==> src/rtl/alu_share_ctrl.sv <==
`timescale 1ns/1ps
`default_nettype none
// ============================================================================
//  Module   : alu_share_ctrl
//  Purpose  : Shares one combinational 32-bit ALU between two requesters
//             (req0 = execute stage, req1 = address/branch helper). Accepts
//             one operation at a time, drives the ALU from registered
//             operands, captures result/zero and returns them to the owner.
//  Ports    : clk, rst (async, active-high)
//             reqN_valid/ready/a/b/op   - request handshake, N = 0,1
//             rspN_valid/ready/result/zero - response handshake, N = 0,1
//             alu_a/alu_b/alu_control   - to the ALU (registered)
//             alu_result/alu_zero       - from the ALU
//             busy                      - high whenever not idle
//  Params   : PRIORITY_MODE 0 = round-robin, 1 = req0 fixed priority
//  Revision : 1.0 - initial release
// ============================================================================
module alu_share_ctrl #(
    parameter int PRIORITY_MODE = 0
) (
    input  logic        clk,
    input  logic        rst,
    input  logic        req0_valid,
    output logic        req0_ready,
    input  logic [31:0] req0_a,
    input  logic [31:0] req0_b,
    input  logic [3:0]  req0_op,
    input  logic        req1_valid,
    output logic        req1_ready,
    input  logic [31:0] req1_a,
    input  logic [31:0] req1_b,
    input  logic [3:0]  req1_op,
    output logic        rsp0_valid,
    input  logic        rsp0_ready,
    output logic [31:0] rsp0_result,
    output logic        rsp0_zero,
    output logic        rsp1_valid,
    input  logic        rsp1_ready,
    output logic [31:0] rsp1_result,
    output logic        rsp1_zero,
    output logic [31:0] alu_a,
    output logic [31:0] alu_b,
    output logic [3:0]  alu_control,
    input  logic [31:0] alu_result,
    input  logic        alu_zero,
    output logic        busy
);

    typedef enum logic [1:0] {
        ST_IDLE = 2'b00,
        ST_EXEC = 2'b01,
        ST_RESP = 2'b10
    } state_t;

    state_t      r_state;
    state_t      w_state_nxt;

    logic        r_owner;       // 0 = req0 owns the in-flight op, 1 = req1
    logic        r_last_grant;  // requester granted at the last acceptance
    logic [31:0] r_a;
    logic [31:0] r_b;
    logic [3:0]  r_op;
    logic [31:0] r_result;
    logic        r_zero;

    logic        w_grant0;
    logic        w_grant1;
    logic        w_rsp_take;

    // Next-state and grant logic. Grants exist only in IDLE, so the two
    // ready outputs can never be high together and never outside IDLE.
    always_comb begin
        w_state_nxt = r_state;
        w_grant0    = 1'b0;
        w_grant1    = 1'b0;
        w_rsp_take  = r_owner ? rsp1_ready : rsp0_ready;
        case (r_state)
            ST_IDLE: begin
                // req0 wins when alone, in fixed-priority mode, or when
                // req1 was the last one served.
                w_grant0 = req0_valid &&
                           ((PRIORITY_MODE != 0) || !req1_valid || r_last_grant);
                w_grant1 = req1_valid && !w_grant0;
                if (w_grant0 || w_grant1) begin
                    w_state_nxt = ST_EXEC;
                end
            end
            ST_EXEC: begin
                w_state_nxt = ST_RESP;
            end
            ST_RESP: begin
                if (w_rsp_take) begin
                    w_state_nxt = ST_IDLE;
                end
            end
            default: begin
                w_state_nxt = ST_IDLE;
            end
        endcase
    end

    always_ff @(posedge clk or posedge rst) begin
        if (rst) begin
            r_state <= ST_IDLE;
        end else begin
            r_state <= w_state_nxt;
        end
    end

    // Operand registers load only at acceptance, so the ALU inputs move only
    // on acceptance edges. Response registers load only on EXEC->RESP.
    always_ff @(posedge clk or posedge rst) begin
        if (rst) begin
            r_owner      <= 1'b0;
            r_last_grant <= 1'b1;   // makes req0 win the first contest
            r_a          <= 32'd0;
            r_b          <= 32'd0;
            r_op         <= 4'd0;
            r_result     <= 32'd0;
            r_zero       <= 1'b0;
        end else begin
            if (w_grant0 || w_grant1) begin
                r_a          <= w_grant1 ? req1_a  : req0_a;
                r_b          <= w_grant1 ? req1_b  : req0_b;
                r_op         <= w_grant1 ? req1_op : req0_op;
                r_owner      <= w_grant1;
                r_last_grant <= w_grant1;
            end
            if (r_state == ST_EXEC) begin
                r_result <= alu_result;
                r_zero   <= alu_zero;
            end
        end
    end

    assign req0_ready  = w_grant0;
    assign req1_ready  = w_grant1;

    assign rsp0_valid  = (r_state == ST_RESP) && !r_owner;
    assign rsp1_valid  = (r_state == ST_RESP) &&  r_owner;
    assign rsp0_result = r_result;
    assign rsp1_result = r_result;
    assign rsp0_zero   = r_zero;
    assign rsp1_zero   = r_zero;

    assign alu_a       = r_a;
    assign alu_b       = r_b;
    assign alu_control = r_op;

    assign busy        = (r_state != ST_IDLE);

endmodule
`default_nettype wire

==> config.mk <==
export PLATFORM = sky130hd
export DESIGN_NAME = alu_share_ctrl
export DESIGN_NICKNAME = d
export VERILOG_FILES = /design/src/rtl/alu_share_ctrl.sv
export SDC_FILE = /design/constraint.sdc
export NUM_CORES = 1
export LEC_CHECK = 0
export CAP_MARGIN = 10
export CORE_UTILIZATION = 35
export CTS_BUF_LIST = sky130_fd_sc_hd__clkbuf_2 sky130_fd_sc_hd__clkbuf_4 sky130_fd_sc_hd__clkbuf_8
export DETAILED_ROUTE_END_ITERATION = 12
export PLACE_DENSITY = 0.79
export SLEW_MARGIN = 20
export SYNTH_ARGS = -nofsm -noshare
export SYNTH_HDL_FRONTEND = slang
export SYNTH_SLANG_ARGS = --single-unit
==> constraint.sdc <==
create_clock -name clk -period 3.51 [get_ports clk]
set_input_delay 0.8775 -clock clk [delete_from_list [all_inputs] [get_ports clk]]
set_output_delay 0.8775 -clock clk [all_outputs]
set_load 0.1 [all_outputs]
==> results.toml <==
[outcome]
status = "completed"

[floorplan]
ios = 314
initial_utilization_pct = 36.4
fp-row-count = 43
coreArea_um2 = 14100
die-height_um = 123
dieArea_um2 = 15100
fp.dieW_um = 123

[sta]
tightest_slew_ps = 862
timing.hold.ws_ps = 495
hold_viol_final = 0
fmax_ghz = 0.318
worst_slack_ps = 364
fin_crit_ps = 3150
setup_viol_count_final = 0
period_share_pct = 89.6
fin_setup_tns_ps = 0
slew_headroom_pct = 42.5
slew_violations = 0
rsz0062_at_grt = "no"
skew_ps = 5.05

[synth]
synth_fp_nets = 630
synth_area_um2 = 5130
synth-seq-cells = 105
yosysUniqueCellTypes = 25
yosys_warnings = 0
syn_inst = 455
yosysSeqAreaShare_pct = 51.3
synth.avg_cell_area_um2 = 11.3

[global_route]
grt_overflow = 0
first_global_vias = 5096
grt_pass1_wl_um = 26600
antenna_found_initial = 0
grt_max_degree = 72
grt_util_all_layers_pct = 22.8

[clocking]
cts_resized = 0
clk_path_buf_depth = 2
clk_pin_slew_ps = 90
cts_tree = "built"
cts_made_buffers = 9
clock_latency_ps = 360
cts-root-buf = "clkbuf_8"
htreeDepth = 3
clock-sinks = 105
hold_buffers = 0
post_cts_buffers = 0

[routing]
antenna_left = 0
drc_errors = 0
drt-pass1-iter-count = 4
viasPerCell = 5.61
routedWlPerCell_um = 20.1
drt-total-wl_um = 17800
drt_iter0_markers = 278
num_vias = 4970

[setup_path]
required_ps = 2630
crit_path_max_incr_delay_ps = 530
start_kind = "input pin"
worst_setup_path_end_kind = "output port"
cp_slowest_cell = "clkdlybuf4s50_1"
worst_path_dominant_cell_family = "buffers and inverters"
cp_cell_sequence = "clkdlybuf4s50_1 > or3b_2 > nor2_2 > buf_12"
worstPathArrival_ps = 2270
cp.buffers_inverters = 2
path_class = "in -> out"
cp_max_fo = 4

[worst_hold_path]
hp-class = "reg -> reg"

[final_layout]
syn_to_final_growth_pct = 57.1
layout_common_cells = "clkdlybuf4s50_1, buf_4, dfrtp_1, nor3_1, o2bb2ai_1"
fin_nets = 876
drive_above_1_share_pct = 29.9
nFillCells = 1151
postLayoutCoreUtil_pct = 57.2
final_common_cell = "clkdlybuf4s50_1"
diodes = 0

[placed_design]
gp_congestion = 0.853
portBuffers = 313
dp_hpwl_um = 12400
post-place-ws_ps = 374

[run]
drv_cap = 0
-- final timing paths --
| check | startpoint | end | slack, ps | cells after the start |
|---|---|---|---|---|
| hold reg to reg | alu_b[23] | alu_b[23] | 500 | 1 |
| setup / recovery | req1_valid | req1_ready | 360 | 4 |
| min in group asynchronous | rst | alu_b[19] | 900 | 2 |
| setup reg to reg | r_state[0] | alu_control[1] | 1480 | 4 |
| hold / removal | alu_b[23] | alu_b[23] | 500 | 1 |
| max in group asynchronous | rst | alu_a[4] | 1890 | 3 |
-- worst register-to-register path, cell delays in order, from the launching register on --
cell and delay, ps:
dfrtp_1 450, or3b_2 530, buf_4 380, or3b_1 440, a31oi_1 160
-- logic make-up after synthesis --
family                 Yosys count  synth area share (%)
AOI/OAI and AO/OA              141                  23.7
muxes                           34                  7.47
and+or+nand+nor                 81                  8.08
DFF                            105                  51.3
buffers and inverters           94                  9.54
-- routing by layer --
metal / share of wire, % / global-route usage [%] / vias to the layer above
li1: - / - / 2229
met1: 39 / 28.2 / 2409
met2: 50 / 38.6 / 297
met3: 8.2 / 4.15 / 35
met4: 3.0 / 10.4 / 0
met5: 0 / 0 / -
-- per-stage QoR --
step / instances / area (um^2)
after detailed placement: 870 / 7810
after floorplan: 455 / 5130
after CTS: 886 / 8060
after global routing: 886 / 8060
after global placement: 870 / 7810
final: 886 / 8060
-- layout make-up --
class	instances	area [um^2]	area share, %
clock inverter	5	103	1.27
clock buffer	11	145	1.80
timing repair buffer	324	2910	36.1
multi-input combinational	256	2030	25.2
inverter	5	22.5	0.280
sequential	105	2630	32.6
tap	180	225	2.80
-- flip-flops by register name (all words and copies together) (netlist names) --
name / flops
alu_a: 32
alu_b: 32
alu_control: 4
r_last_grant: 1
r_owner: 1
r_state: 2
rsp0_result: 32
rsp0_zero: 1
-- cells in the mapped netlist --
cell type	count	area share, %
o311ai_1	3	0.51
inv_2	1	0.073
dfrtp_1	104	51
buf_4	33	4.8
clkbuf_1	36	2.6
o2bb2ai_1	67	11
nor2_1	5	0.37
o21ai_0	2	0.20
and2b_1	1	0.15
nand2b_1	3	0.37
and2_1	1	0.12
a21oi_1	3	0.29
buf_1	10	0.73
dfstp_2	1	0.51
a31oi_1	1	0.12
o311ai_0	64	11
or3b_1	2	0.34
nand2_1	1	0.073
inv_1	4	0.29
clkbuf_2	1	0.097
buf_2	9	0.88
or2_1	1	0.12
nor3_1	67	6.5
mux2_2	34	7.5
a2bb2oi_1	1	0.17
Power is not shown: default switching activity piles up to over one toggle a cycle in this logic, so the estimate is an artifact.
